File: src/rtl/uart16_pkg.sv
// Shared definitions for the UART byte streamers (RX unpacker and TX streamer).
// Both ends import the default transfer length so they agree on frame size.
package uart16_pkg;

  localparam int DEFAULT_NUM_BYTES = 8192;
  localparam int DEFAULT_ADDR_W    = 14;

  typedef enum logic [1:0] {
    S_LOW  = 2'd0,
    S_HIGH = 2'd1,
    S_DONE = 2'd2
  } state_e;

endpackage

File: src/rtl/uart_cksum8.sv
// Modulo-256 byte accumulator with synchronous clear; shared by the RX and TX sides.
module uart_cksum8 (
  input  logic       clk,
  input  logic       rst,
  input  logic       clear,
  input  logic       en,
  input  logic [7:0] din,
  output logic [7:0] sum
);

  logic [7:0] sum_d, sum_q;

  always_comb begin
    sum_d = sum_q;
    if (clear)   sum_d = 8'h00;
    else if (en) sum_d = sum_q + din;
  end

  always_ff @(posedge clk) begin
    if (rst) sum_q <= 8'h00;
    else     sum_q <= sum_d;
  end

  assign sum = sum_q;

endmodule

File: src/rtl/uart_rx_unpack16.sv
// Packs received UART bytes little-endian into 16-bit words and writes them to memory.
// Optional byte checksum output enabled by defining UART_RX_UNPACK16_CKSUM_EN.
module uart_rx_unpack16
  import uart16_pkg::*;
#(
  parameter int NUM_BYTES = DEFAULT_NUM_BYTES,
  parameter int ADDR_W    = DEFAULT_ADDR_W
) (
  input  logic              clk,
  input  logic              rst,
  input  logic              rearm,
  input  logic              uart_valid,
  input  logic [7:0]        uart_data,
  output logic              mem_we,
  output logic [ADDR_W-1:0] mem_addr,
  output logic [15:0]       mem_wdata,
  output logic              busy,
  output logic              done,
  output logic              overflow
`ifdef UART_RX_UNPACK16_CKSUM_EN
  ,
  output logic [7:0]        cksum
`endif
);

  // One extra counter bit so the terminal count NUM_BYTES/2 is representable.
  localparam int              CNT_W     = ADDR_W + 1;
  localparam logic [CNT_W-1:0] LAST_WORD = CNT_W'(NUM_BYTES / 2 - 1);
  localparam logic [CNT_W-1:0] CNT_ONE   = CNT_W'(1);

  state_e            state_d, state_q;
  logic [CNT_W-1:0]  cnt_d, cnt_q;
  logic [7:0]        low_d, low_q;
  logic              we_d, we_q;
  logic [ADDR_W-1:0] addr_d, addr_q;
  logic [15:0]       wdata_d, wdata_q;
  logic              busy_d, busy_q;
  logic              done_d, done_q;
  logic              ovf_d, ovf_q;

  always_comb begin
    state_d = state_q;
    cnt_d   = cnt_q;
    low_d   = low_q;
    we_d    = 1'b0;
    addr_d  = addr_q;
    wdata_d = wdata_q;
    busy_d  = busy_q;
    done_d  = done_q;
    ovf_d   = ovf_q;
    case (state_q)
      S_LOW: begin
        if (uart_valid) begin
          low_d   = uart_data;
          state_d = S_HIGH;
        end
      end
      S_HIGH: begin
        if (uart_valid) begin
          wdata_d = {uart_data, low_q};
          addr_d  = cnt_q[ADDR_W-1:0];
          we_d    = 1'b1;
          cnt_d   = cnt_q + CNT_ONE;
          if (cnt_q == LAST_WORD) begin
            state_d = S_DONE;
            done_d  = 1'b1;
            busy_d  = 1'b0;
          end else begin
            state_d = S_LOW;
          end
        end
      end
      S_DONE: begin
        // rearm takes priority over a coincident byte, which is simply dropped.
        if (rearm) begin
          state_d = S_LOW;
          cnt_d   = '0;
          done_d  = 1'b0;
          busy_d  = 1'b1;
          ovf_d   = 1'b0;
        end else if (uart_valid) begin
          ovf_d = 1'b1;
        end
      end
      default: state_d = S_LOW;
    endcase
  end

  always_ff @(posedge clk) begin
    if (rst) begin
      state_q <= S_LOW;
      cnt_q   <= '0;
      low_q   <= 8'h00;
      we_q    <= 1'b0;
      addr_q  <= '0;
      wdata_q <= 16'h0000;
      busy_q  <= 1'b1;
      done_q  <= 1'b0;
      ovf_q   <= 1'b0;
    end else begin
      state_q <= state_d;
      cnt_q   <= cnt_d;
      low_q   <= low_d;
      we_q    <= we_d;
      addr_q  <= addr_d;
      wdata_q <= wdata_d;
      busy_q  <= busy_d;
      done_q  <= done_d;
      ovf_q   <= ovf_d;
    end
  end

  assign mem_we    = we_q;
  assign mem_addr  = addr_q;
  assign mem_wdata = wdata_q;
  assign busy      = busy_q;
  assign done      = done_q;
  assign overflow  = ovf_q;

`ifdef UART_RX_UNPACK16_CKSUM_EN
  logic cksum_en, cksum_clr;

  assign cksum_en  = uart_valid && (state_q != S_DONE);
  assign cksum_clr = rearm && (state_q == S_DONE);

  uart_cksum8 u_cksum (
    .clk   (clk),
    .rst   (rst),
    .clear (cksum_clr),
    .en    (cksum_en),
    .din   (uart_data),
    .sum   (cksum)
  );
`endif

endmodule

File: config.mk
export PLATFORM = sky130hd
export DESIGN_NAME = uart_rx_unpack16
export DESIGN_NICKNAME = d
export VERILOG_FILES = /design/src/rtl/uart16_pkg.sv /design/src/rtl/uart_cksum8.sv /design/src/rtl/uart_rx_unpack16.sv
export SDC_FILE = /design/constraint.sdc
export NUM_CORES = 1
export LEC_CHECK = 0
export ABC_CLOCK_PERIOD_IN_PS = 4700
export BUFFER_PORTS_ARGS = -buffer_cell sky130_fd_sc_hd__buf_4
export CORE_ASPECT_RATIO = 0.75
export CORE_MARGIN = 5
export CORE_UTILIZATION = 51
export DETAILED_ROUTE_END_ITERATION = 10
export GPL_ROUTABILITY_DRIVEN = 1
export GPL_TIMING_DRIVEN = 0
export PLACE_DENSITY = 0.76
export SLEW_MARGIN = 0
export SYNTH_ARGS = -nofsm -noshare
export SYNTH_HDL_FRONTEND = slang
export SYNTH_SLANG_ARGS = --single-unit
export TNS_END_PERCENT = 50
File: constraint.sdc
create_clock -name clk -period 4.7 [get_ports clk]
set_input_delay 0.705 -clock clk [delete_from_list [all_inputs] [get_ports clk]]
set_output_delay 0.705 -clock clk [all_outputs]
set_load 0.005 [all_outputs]
-- Word level (Yosys, flattened, before mapping)
Index checks and enable logic that the tools add are counted.
- output and inout bits: 34
- word-level logic and storage cells: 47
- register bits: 59
- input bits: 12
- bitwise gates (word level): 1
- multiplexer cells: 19
- reductions and logical operators: 10
- $add $sub $neg: 1
- equal/unequal tests: 7
- operator list (kind ; count):
    15-bit two-way mux ; 2
    15-bit one-hot mux with 2 select lines ; 1
    15-bit by 1-bit adder with 15-bit output (second input constant) ; 1
    15-bit by 12-bit equality test with 1-bit output (second input constant) ; 1
    1-bit two-way mux ; 9
    2-bit two-way mux ; 4
    2-bit inequality test (second input constant) ; 4
    2-bit one-hot mux with 3 select lines ; 1
    2-bit AND reduction ; 3
    3-bit AND reduction ; 2
    1-bit one-hot mux with 2 select lines ; 2
    4-bit AND reduction ; 1
    2-bit nonzero test ; 2
    2-bit by 1-bit equality test with 1-bit output (second input constant) ; 1
    2-bit equality test (second input constant) ; 1
    2-bit zero test ; 1
    2-bit OR reduction ; 1
    1-bit inverter ; 1

-- Logic depth before layout (Yosys ltp)
Gate-level depths: netlist of the first run.
- depth after elaboration: 4
- mapped depth: 6

-- Least setup slack after synthesis of the first run
No wires, ideal clock.
- path type: input port to flip-flop
- from: in uart_valid
- to: reg busy_q (netlist: busy)
- stages: 5
- buffers on the path: 1
- data arrival time: 1.643 ns
- setup slack: 2.944 ns
- required time: 4.586 ns
- cell sequence: and3b_2 buf_4 nand2_1 or3_1 a21o_1
- cells in the longest elaborated chain, start to end: 2
- ends and longest elaborated chain (element ; line ; source):
    from (decl) ; uart_rx_unpack16.sv:12 ; input logic uart_valid,
    2-bit inequality test (no line) ; n/a ;
    4-bit AND reduction (no line) ; n/a ;
    to (signal assigned) ; uart_rx_unpack16.sv:107 ; busy_q <= busy_d;
    to (decl) ; uart_rx_unpack16.sv:37 ; logic busy_d, busy_q;
Every way passes these cells.
A chain may end at the register's enable or synchronous reset.

-- Worst setup path in the final report of the first run
- from: reg cnt_q[0]
- to: reg cnt_q[14]
- cells in the longest elaborated chain, start to end: 3
- ends and longest elaborated chain (element ; line ; source):
    from (decl) ; uart_rx_unpack16.sv:32 ; logic [CNT_W-1:0] cnt_d, cnt_q;
    from (signal assigned) ; uart_rx_unpack16.sv:102 ; cnt_q <= cnt_d;
    15-bit by 1-bit adder with 15-bit output ; uart_rx_unpack16.sv:63 ; cnt_d = cnt_q + CNT_ONE;
    15-bit two-way mux ; uart_rx_unpack16.sv:59 ; if (uart_valid) begin
    15-bit one-hot mux with 2 select lines ; uart_rx_unpack16.sv:51 ; case (state_q)
Every way passes these cells. The select of a mux whose other input is x is not followed.

==> flow_metrics.env, run 1 <==
export IMPL_initial_core_util_pct=51.5
export IMPL_power_internal_uw=838
export IMPL_hold_buffers=0
export IMPL_core_area_um2=4390
export IMPL_postLayoutCellArea_um2=2880
export IMPL_portBuffers=44
export IMPL_critical_path_startpoint_type="flip-flop"
export IMPL_tightest_slew_ns=0.498
export IMPL_power_density_nw_per_um2=378
export IMPL_power_total_uw=1090
export IMPL_drtIter0Drc=134
export IMPL_finalSetupViolCount=0
export IMPL_gp_congestion=0.795
export IMPL_worstHoldStart="mem_wdata[7]"
export IMPL_synth_top_cell_area_share_pct=52.2
export IMPL_place_area_um2=2660
export IMPL_via_per_inst=5.24
export IMPL_rows=21
export IMPL_sw_frac_of_total_pct=23.1
export IMPL_dp_cells=362
export IMPL_slew_viol_final=0
export IMPL_async_flop_share_pct=0
export IMPL_crit_type="reg2reg"
export IMPL_synth_warnings=0
export IMPL_period_needed_ns=1.73
export IMPL_gr_total_overflow=0
export IMPL_multi_input_area_um2=1000
export IMPL_cp_required_ns=4.98
export IMPL_period_share_pct=36.9
export IMPL_critPathMaxFanout=7
export IMPL_hpwlAfterDp_um=3680
export IMPL_vdd_ir_drop_max_mv=0.238
export IMPL_die_x_um=86.9
export IMPL_synth_top_flop_cell="dfxtp_1"
export IMPL_cts_resized=0
export IMPL_cap_violations=0
export IMPL_grt_antenna_before_repair=0
export IMPL_clock_latency_ns=0.35
export IMPL_synth_area_leaders="dfxtp_1 (52%), nand2_1 (11%), a21oi_1 (8.4%)"
export IMPL_ys_types=37
export IMPL_hp_class="reg2reg"
export IMPL_synth_area_um2=2260
export IMPL_clkTransAtPathRegs_ns=0.07
export IMPL_drt_total_wl_um=5250
export IMPL_syn_nets=274
export IMPL_p_leak_uw=0.00113
export IMPL_synth_area_leader_cell="dfxtp_1"
export IMPL_cts_max_level=3
export IMPL_syn2layout_area_growth_pct=27.4
export IMPL_cts_buffers=9
export IMPL_syn_instance_count=261
export IMPL_r2r_setup_slack_ns=2.97
export IMPL_cts_buffer_depth=2
export IMPL_grt_max_degree=12
export IMPL_final_cells=378
export IMPL_cp_arrival_ns=2.01
export IMPL_pwr_share_clk_pct=46.1
export IMPL_seqCellArea_um2=1180
export IMPL_final_nets=329
export IMPL_die_area_um2=5880
export IMPL_finalClockSkew_ns=0.00685
export IMPL_track_usage_pct=19.7
export IMPL_timing_fmax_ghz=0.577
export IMPL_combPwrFrac_pct=6.4
export IMPL_cts_tree="done"
export IMPL_hold_violations=0
export IMPL_cp_end_kind="flip-flop"
export IMPL_clock_sinks=59
export IMPL_p_switching_uw=252
export IMPL_outcome="completed"
export IMPL_grt_pass1_wl_um=8680
export IMPL_fillers=392
export IMPL_max_slew_margin_rel_pct=66.8
export IMPL_power_frac_seq_pct=47.5
export IMPL_ios=46
export IMPL_drtPass1Iterations=4
export IMPL_ys_seq_elements=59
export IMPL_cts_root_buf="clkbuf_8"
export IMPL_hold_ws_ns=0.453
export IMPL_route_vias_total=1982
export IMPL_ys_seq_area_share_pct=52.2
export IMPL_synth_edff_count=0
export IMPL_die_h_um=67.7
export IMPL_avgSynthCellArea_um2=8.66
export IMPL_rr_startpoint="cnt_q[0]"
export IMPL_ant_nets=0
export IMPL_drive_above_1_share_pct=21.2
export IMPL_post_route_drc_count=0
export IMPL_post_cts_setup_buffer_count=0
export IMPL_setup_tns_ns=0
export IMPL_worstSetupStartpoint="cnt_q[0]"
export IMPL_num_antenna_cells=0
export IMPL_grt_setup_unrepaired="no"
export IMPL_grt_pass1_vias=1795
export IMPL_wl_per_cell_um=13.9
[metrics by stage]
step / util [%] / worst slack, ns
after global routing: 65.6 / 2.89
after global placement: 60.7 / 2.70
after floorplan: - / 2.94
final: 65.6 / 2.97
after detailed placement: 60.7 / 2.69
after CTS: 65.6 / 2.95
[path summary, 6_finish.rpt]
| path | to | depth (start not counted) |
|---|---|---|
| worst max-delay path | cnt_q[14] | 5 |
| worst min-delay path | mem_wdata[7] | 2 |
| worst max register to register | cnt_q[14] | 5 |
| worst min register to register | mem_wdata[7] | 2 |
[Yosys cell counts, types with 3 or more instances]
library cell,n
nand3_1,4
or3_1,3
mux2i_1,8
a21oi_1,38
xor2_1,6
nand2_1,64
dfxtp_1,59
o21ai_0,3
nor2_1,22
xnor2_1,3
clkbuf_1,11
[per-layer routing]
metal,GRT usage [%],vias to the layer above,wire [µm]
met5,0,-,0
met4,5.84,0,60
met3,8.41,9,348
met2,29.0,48,2360
met1,26.3,930,2480
li1,-,995,-
[layout by cell type (no fill, tap or decap), drive strengths merged]
cell type	n
a211oi	2
a21o	2
a21oi	38
a22oi	1
a31oi	1
and3	2
and3b	2
and4	2
buf	49
bufinv	2
clkbuf	21
clkinvlp	4
dfxtp	59
ha	1
inv	2
mux2i	8
nand2	64
nand2b	1
nand3	4
nand3b	3
nand4	2
nor2	22
nor3	1
nor3b	1
nor4b	1
o2111ai	2
o211ai	2
o21ai	4
o31ai	2
or2b	1
or3	4
or4	2
xnor2	3
xor2	6
[power by group through the flow]
stage | clock [µW] | sequential, µW | combinational, µW
after detailed placement | 0 | 529 | 69.7
after floorplan | 0 | 528 | 41.3
final | 502 | 518 | 69.8
after CTS | 509 | 517 | 70.1
after global routing | 542 | 518 | 78.4
after global placement | 0 | 528 | 68.5
[layout make-up]
type,count,share of cell area (%)
plain buffers,16,2.43
clock buffers,10,4.43
clock inverters,6,3.13
inverters,2,0.261
multi-input cells,184,34.8
flip-flops and latches,59,41.0
well taps,57,2.48
repair buffers,44,11.5
[critical path, stage by stage (launching register included)]
cell and delay, ns:
dfxtp_1 0.41, ha_1 0.20, nand3_1 0.12, a21o_1 0.27, or4_1 0.52, a21oi_1 0.15
[cell families after synthesis]
family / share of synthesized area, %
compound gates: 13.3
xor+xnor: 3.49
fa+ha+maj: 0.553
buf+inv: 3.43
flops: 52.2
mux: 3.54
simple gates: 23.4
[registers in the layout, summed over array words and instances, names as in the netlist]
| signal | cells |
|---|---|
| mem_wdata | 16 |
| cnt_q | 15 |
| mem_addr | 14 |
| low_q | 8 |
| state_q | 2 |
| busy | 1 |
| done | 1 |
| mem_we | 1 |
| overflow | 1 |
Power figures use the tool's default switching activity.
==> inputs of run 2 (changes only) <==
--- a/config.mk
+++ b/config.mk
@@ -5,7 +5,8 @@
 export SDC_FILE = /design/constraint.sdc
 export NUM_CORES = 1
 export LEC_CHECK = 0
-export ABC_CLOCK_PERIOD_IN_PS = 4700
+export ABC_AREA = 1
+export ABC_CLOCK_PERIOD_IN_PS = 1800
 export BUFFER_PORTS_ARGS = -buffer_cell sky130_fd_sc_hd__buf_4
 export CORE_ASPECT_RATIO = 0.75
 export CORE_MARGIN = 5
==> constraint.sdc (replaced) <==
create_clock -name clk -period 1.8 [get_ports clk]
set_input_delay 0.27 -clock clk [delete_from_list [all_inputs] [get_ports clk]]
set_output_delay 0.27 -clock clk [all_outputs]
set_load 0.005 [all_outputs]
==> run 2 against run 1 <==
First-iteration DRC count increased by 3.7%. Final area increased by 0.43%. Synthesized cell count increased by 15%. Sequential power increased to 2.6 times the previous value. Combinational power increased to 2.8 times the previous value. Final cell count increased by 9.5%. Critical path depth increased by 3. Global-route usage decreased by 0.85 points. Sequential cell count unchanged. Highest routed layer unchanged. Non-clock buffer count decreased by 4. Hold slack got worse by 0.29 ns.
==> flow_metrics.env, run 2 <==
export IMPL_final_cell_mix="nand2_1 (70), dfxtp_1 (59), buf_4 (45), a21oi_1 (39), nor2_1 (34)"
export IMPL_postLayoutCellArea_um2=2890
export IMPL_finalClockSkew_ns=0.00690
export IMPL_die_x_um=87.4
export IMPL_portBuffers=44
export IMPL_r2r_end="done"
export IMPL_place_area_um2=2690
export IMPL_power_density_nw_per_um2=960
export IMPL_hold_buffers=0
export IMPL_largest_reg_flops=16
export IMPL_post_route_drc_count=0
export IMPL_syn2layout_area_growth_pct=26.3
export IMPL_cts_buffer_depth=2
export IMPL_slew_viol_final=0
export IMPL_cpMostUsedCell="nand2_1"
export IMPL_multi_input_area_um2=940
export IMPL_gr_total_overflow=0
export IMPL_outcome="completed"
export IMPL_initial_core_util_pct=51.9
export IMPL_whs_path_depth=3
export IMPL_r2r_setup_slack_ns=0.25
export IMPL_cts_max_level=3
export IMPL_dp_slack_ns=0.260
export IMPL_setup_ws_ns=0.249
export IMPL_worstHoldStart="uart_data[6]"
export IMPL_core_area_um2=4410
export IMPL_async_flop_share_pct=0
export IMPL_ys_types=28
export IMPL_gp_congestion=0.835
export IMPL_rows=21
export IMPL_drive_above_1_share_pct=21.8
export IMPL_syn_nets=312
export IMPL_cts_resized=0
export IMPL_setup_tns_ns=0
export IMPL_finalSetupViolCount=0
export IMPL_route_vias_total=2092
export IMPL_synth_top_cell_area_share_pct=51.6
export IMPL_synth_area_um2=2290
export IMPL_via_per_inst=5.05
export IMPL_hold_ws_ns=0.167
export IMPL_cap_violations=0
export IMPL_ant_nets=0
export IMPL_critPathMaxFanout=4
export IMPL_crit_type="reg2reg"
export IMPL_syn_instance_count=299
export IMPL_cts_root_buf="clkbuf_8"
export IMPL_grt_setup_unrepaired="no"
export IMPL_tightest_slew_ns=0.504
export IMPL_ys_top_cells_by_count="nand2_1 (70), dfxtp_1 (59), a21oi_1 (39)"
export IMPL_synth_area_leaders="dfxtp_1 (52%), nand2_1 (11%), a21oi_1 (8.5%)"
export IMPL_cts_buffers=9
export IMPL_grt_pass1_wl_um=8450
export IMPL_ys_seq_area_share_pct=51.6
export IMPL_hpwlAfterDp_um=3710
export IMPL_cp_end_kind="flip-flop"
export IMPL_cp_slowest_cell="dfxtp_1"
export IMPL_grt_antenna_before_repair=0
export IMPL_ys_seq_elements=59
export IMPL_reg2regPathDepth=8
export IMPL_vdd_ir_drop_max_mv=0.799
export IMPL_p_leak_uw=0.00127
export IMPL_avgSynthCellArea_um2=7.66
export IMPL_wl_per_cell_um=12.3
export IMPL_seqCellArea_um2=1180
export IMPL_rr_startpoint="cnt_q[0]"
export IMPL_fillers=391
export IMPL_drtIter0Drc=139
export IMPL_die_h_um=68.0
export IMPL_path_cells="ha_1 > nand3_1 > nor2_1 > nand3_1 > nand2_1 > nand2_1 > nand2_1 > a21oi_1"
export IMPL_yosysMostFrequentCell="nand2_1"
export IMPL_synth_area_leader_cell="dfxtp_1"
export IMPL_clock_latency_ns=0.34
export IMPL_clkTransAtPathRegs_ns=0.06
export IMPL_period_needed_ns=1.55
export IMPL_clock_sinks=59
export IMPL_synth_edff_count=0
export IMPL_post_cts_setup_buffer_count=0
export IMPL_power_total_uw=2780
export IMPL_grt_pass1_vias=1857
export IMPL_max_slew_margin_rel_pct=66.4
export IMPL_cts_tree="done"
export IMPL_die_area_um2=5950
export IMPL_period_share_pct=86.2
export IMPL_synth_top_flop_cell="dfxtp_1"
export IMPL_hp_class="in2reg"
export IMPL_track_usage_pct=18.9
export IMPL_cp_arrival_ns=1.75
export IMPL_critical_path_startpoint_type="flip-flop"
export IMPL_cp_required_ns=2.00
export IMPL_layout_commonest_cell="nand2_1"
export IMPL_drt_total_wl_um=5110
export IMPL_num_antenna_cells=0
export IMPL_ios=46
export IMPL_drtPass1Iterations=5
export IMPL_hold_violations=0
export IMPL_grt_max_degree=11
export IMPL_final_nets=367
export IMPL_timing_fmax_ghz=0.645
export IMPL_min_to="low_q[6]"
export IMPL_critPathMaxStageDelay_ns=0.37
export IMPL_synth_warnings=0
run 2: changes by cell type in the layout (fill, tap and decap cells not counted), sizes merged, moves of 3 or more:
cell,before,now
clkinvlp,4,0
clkbuf,21,18
mux2i,8,0
xnor2,3,0
nor2,22,37
inv,2,28
xor2,6,2
o21ai,4,23
nand2,64,74
or3,4,0
nand3,4,9
nand4,2,5
nand3b,3,0
run 2: worst max path at each step:
| stage | to | depth (start not counted) | slack, ns | startpoint |
|---|---|---|---|---|
| finish | done | 8 | 0.25 | cnt_q[0] |
| global route | done | 8 | 0.11 | cnt_q[0] |
| CTS | done | 8 | 0.25 | cnt_q[0] |
| detailed placement | busy | 8 | 0.26 | cnt_q[0] |
| global placement | done | 8 | 0.26 | cnt_q[0] |
| floorplan | done | 8 | 0.48 | cnt_q[0] |
run 2: final cells by class:
cell class                 count  share of cell area (%)
buffer                        12                    2.12
clock buffer                  12                    5.71
clock inverter                 2                    1.21
inverter                      29                    3.76
multi-input combinational    199                    32.5
sequential                    59                    40.8
tap                           57                    2.47
timing repair buffer          44                    11.4
run 2: cells by family (layout without fill, tap and decap cells):
| family | Yosys count | after routing | share of synthesized area, % |
|---|---|---|---|
| simple gates | 130 | 130 | 24.6 |
| compound gates | 66 | 66 | 15.1 |
| flops | 59 | 59 | 51.6 |
| buf+inv | 41 | 99 | 7.43 |
| xor+xnor | 2 | 2 | 0.765 |
| fa+ha+maj | 1 | 1 | 0.546 |
run 2: metrics by stage:
step	util, %	cells
after floorplan	-	299
after global placement	61.0	400
after detailed placement	61.0	400
after CTS	65.5	414
after global routing	65.5	414
final	65.5	414
run 2: routing by layer:
| metal | GRT usage (%) | wire length, µm | up-vias |
|---|---|---|---|
| met5 | 0 | 0 | - |
| met4 | 7.47 | 34 | 0 |
| met3 | 8.54 | 448 | 6 |
| met2 | 26.2 | 2190 | 67 |
| met1 | 25.4 | 2430 | 951 |
| li1 | - | - | 1068 |
run 2: critical path, delay by kind of cell, from the launching register on:
| kind | cells | cell delay [ns] |
|---|---|---|
| fa+ha+maj | 1 | 0.20 |
| simple gates | 6 | 0.78 |
| compound gates | 1 | 0.05 |
| flops | 1 | 0.37 |
run 2: report_power, final:
part           internal [µW]  total, µW  switching, µW
logic                   84.2        197            113
clock network            734       1210            474
registers               1350       1370           22.8
total                   2170       2780            609
==> inputs of run 3 (changes only) <==
--- a/config.mk
+++ b/config.mk
@@ -8,8 +8,9 @@
 export ABC_AREA = 1
 export ABC_CLOCK_PERIOD_IN_PS = 1800
 export BUFFER_PORTS_ARGS = -buffer_cell sky130_fd_sc_hd__buf_4
+export CAP_MARGIN = 20
 export CORE_ASPECT_RATIO = 0.75
-export CORE_MARGIN = 5
+export CORE_MARGIN = 2
 export CORE_UTILIZATION = 51
 export DETAILED_ROUTE_END_ITERATION = 10
 export GPL_ROUTABILITY_DRIVEN = 1
==> run 3 against run 2 <==
Global-route usage rose by 2.6 points. Core utilization fell by 0.52 points. Clock power fell by 18%. Register-to-register slack barely moved. Critical endpoint unchanged. Combinational power barely moved. Setup slack got worse by 0.0058 ns. Highest routed layer unchanged. Non-clock buffer count did not move.
==> flow_metrics.env, run 3 (same netlist as run 2, synthesis figures left out) <==
export IMPL_cts_root_buf="clkbuf_8"
export IMPL_power_internal_uw=1960
export IMPL_final_cells=415
export IMPL_outcome="completed"
export IMPL_cts_buffer_depth=2
export IMPL_die_h_um=62.0
export IMPL_clock_latency_ns=0.33
export IMPL_largest_reg_flops=16
export IMPL_syn2layout_area_growth_pct=24.5
export IMPL_drtIter0Drc=155
export IMPL_path_cells="ha_1 > nand3_1 > nor2_1 > nand3_1 > nand2_1 > nand2_1 > nand2_1 > a21oi_1"
export IMPL_rr_startpoint="cnt_q[0]"
export IMPL_cts_tree="done"
export IMPL_grt_pass1_wl_um=7810
export IMPL_drt_total_wl_um=4970
export IMPL_cpMostUsedCell="nand2_1"
export IMPL_worstSetupStartpoint="cnt_q[0]"
export IMPL_ant_nets=0
export IMPL_via_per_inst=4.87
export IMPL_num_antenna_cells=0
export IMPL_hold_ws_ns=0.175
export IMPL_drtPass1Iterations=4
export IMPL_cts_resized=0
export IMPL_timing_fmax_ghz=0.642
export IMPL_worstHoldStart="uart_data[3]"
export IMPL_cp_slowest_cell="dfxtp_1"
export IMPL_hp_class="in2reg"
export IMPL_period_needed_ns=1.56
export IMPL_hold_violations=0
export IMPL_cts_buffers=9
export IMPL_grt_pass1_vias=1681
export IMPL_final_nets=367
export IMPL_gr_total_overflow=0
export IMPL_p_switching_uw=608
export IMPL_clkTransAtPathRegs_ns=0.06
export IMPL_cp_end_kind="flip-flop"
export IMPL_ios=46
export IMPL_hpwlAfterDp_um=3620
export IMPL_dp_cells=400
export IMPL_critPathMaxFanout=4
export IMPL_core_area_um2=4390
export IMPL_crit_type="reg2reg"
export IMPL_drive_above_1_share_pct=21.5
export IMPL_hold_buffers=0
export IMPL_finalClockSkew_ns=0.00366
export IMPL_slew_viol_final=0
export IMPL_route_vias_total=2019
export IMPL_fillers=373
export IMPL_gp_congestion=0.775
export IMPL_initial_core_util_pct=52.2
export IMPL_portBuffers=44
export IMPL_cp_required_ns=2.00
export IMPL_die_x_um=81.4
export IMPL_sw_frac_of_total_pct=23.7
export IMPL_wl_per_cell_um=12.0
export IMPL_tightest_slew_ns=0.460
export IMPL_post_cts_setup_buffer_count=0
export IMPL_rows=21
export IMPL_critPathMaxStageDelay_ns=0.37
export IMPL_clock_sinks=59
export IMPL_grt_antenna_before_repair=0
export IMPL_combPwrFrac_pct=7.6
export IMPL_layout_commonest_cell="nand2_1"
export IMPL_power_density_nw_per_um2=899
export IMPL_cts_max_level=3
export IMPL_cap_violations=0
export IMPL_die_area_um2=5050
export IMPL_grt_setup_unrepaired="no"
export IMPL_pwr_share_clk_pct=38.9
export IMPL_max_slew_margin_rel_pct=69.3
export IMPL_period_share_pct=86.5
export IMPL_p_leak_uw=0.00125
export IMPL_grt_max_degree=11
export IMPL_critical_path_startpoint_type="flip-flop"
export IMPL_setup_tns_ns=0
export IMPL_vdd_ir_drop_max_mv=0.772
export IMPL_finalSetupViolCount=0
export IMPL_post_route_drc_count=0
export IMPL_final_cell_mix="nand2_1 (70), dfxtp_1 (59), buf_4 (45), a21oi_1 (39), nor2_1 (34)"
export IMPL_power_frac_seq_pct=53.5
export IMPL_track_usage_pct=21.4
export IMPL_cp_arrival_ns=1.75
## run 3: cell count changes in the layout (fill, tap and decap cells not counted)
cell / delta
clkinv_2: +2
clkbuf_8: -2
bufinv_16: -1
clkbuf_1: +2
## run 3: per-stage QoR
stage / total power [µW] / instance area [µm²] / worst slack (ns) / utilization (%)
2_1_floorplan: 1510 / 2290 / 0.485 / -
3_3_place_gp: 1590 / 2690 / 0.268 / 61.4
3_5_place_dp: 1600 / 2690 / 0.269 / 61.4
4_1_cts: 2590 / 2850 / 0.257 / 65.0
5_1_grt: 2680 / 2850 / 0.0984 / 65.0
6_report: 2560 / 2850 / 0.243 / 65.0
## run 3: area by class of cell
cell class	count	area (µm²)	area share (%)
Buffer	12	61.3	2.15
Clock inverter	3	15.0	0.526
Timing Repair Buffer	44	330	11.6
Tap cell	57	71.3	2.50
Inverter	29	109	3.82
Clock buffer	12	145	5.09
Sequential cell	59	1180	41.4
Multi-Input combinational cell	199	940	32.9
## run 3: power by group through the flow
| stage | combinational (µW) | clock, µW | sequential [µW] |
|---|---|---|---|
| 3_3_place_gp | 192 | 0 | 1400 |
| 6_report | 195 | 997 | 1370 |
| 2_1_floorplan | 105 | 0 | 1400 |
| 3_5_place_dp | 194 | 0 | 1400 |
| 4_1_cts | 196 | 1020 | 1370 |
| 5_1_grt | 219 | 1090 | 1380 |
## run 3: layer usage
layer | routed length, µm | track usage [%] | share of wire (%) | vias to the layer above
met5 | 0 | 0 | 0 | -
met1 | 2490 | 29.3 | 50 | 895
met3 | 267 | 10.4 | 5.4 | 4
met2 | 2180 | 30.6 | 44 | 45
met4 | 29 | 5.08 | 0.58 | 0
li1 | - | - | - | 1075
## run 3: worst paths after layout
check	end	slack [ns]	cells past startpoint
worst min-delay path	low_q[3]	0.18	3
worst min register to register	mem_wdata[7]	0.46	2
worst max register to register	done	0.24	8
worst max-delay path	done	0.24	8
## run 3: worst max-delay path, delay by kind of cell (launching register included)
kind            cells  cell delay (ns)
fa+ha+maj           1             0.20
flops               1             0.37
simple gates        6             0.79
compound gates      1             0.05
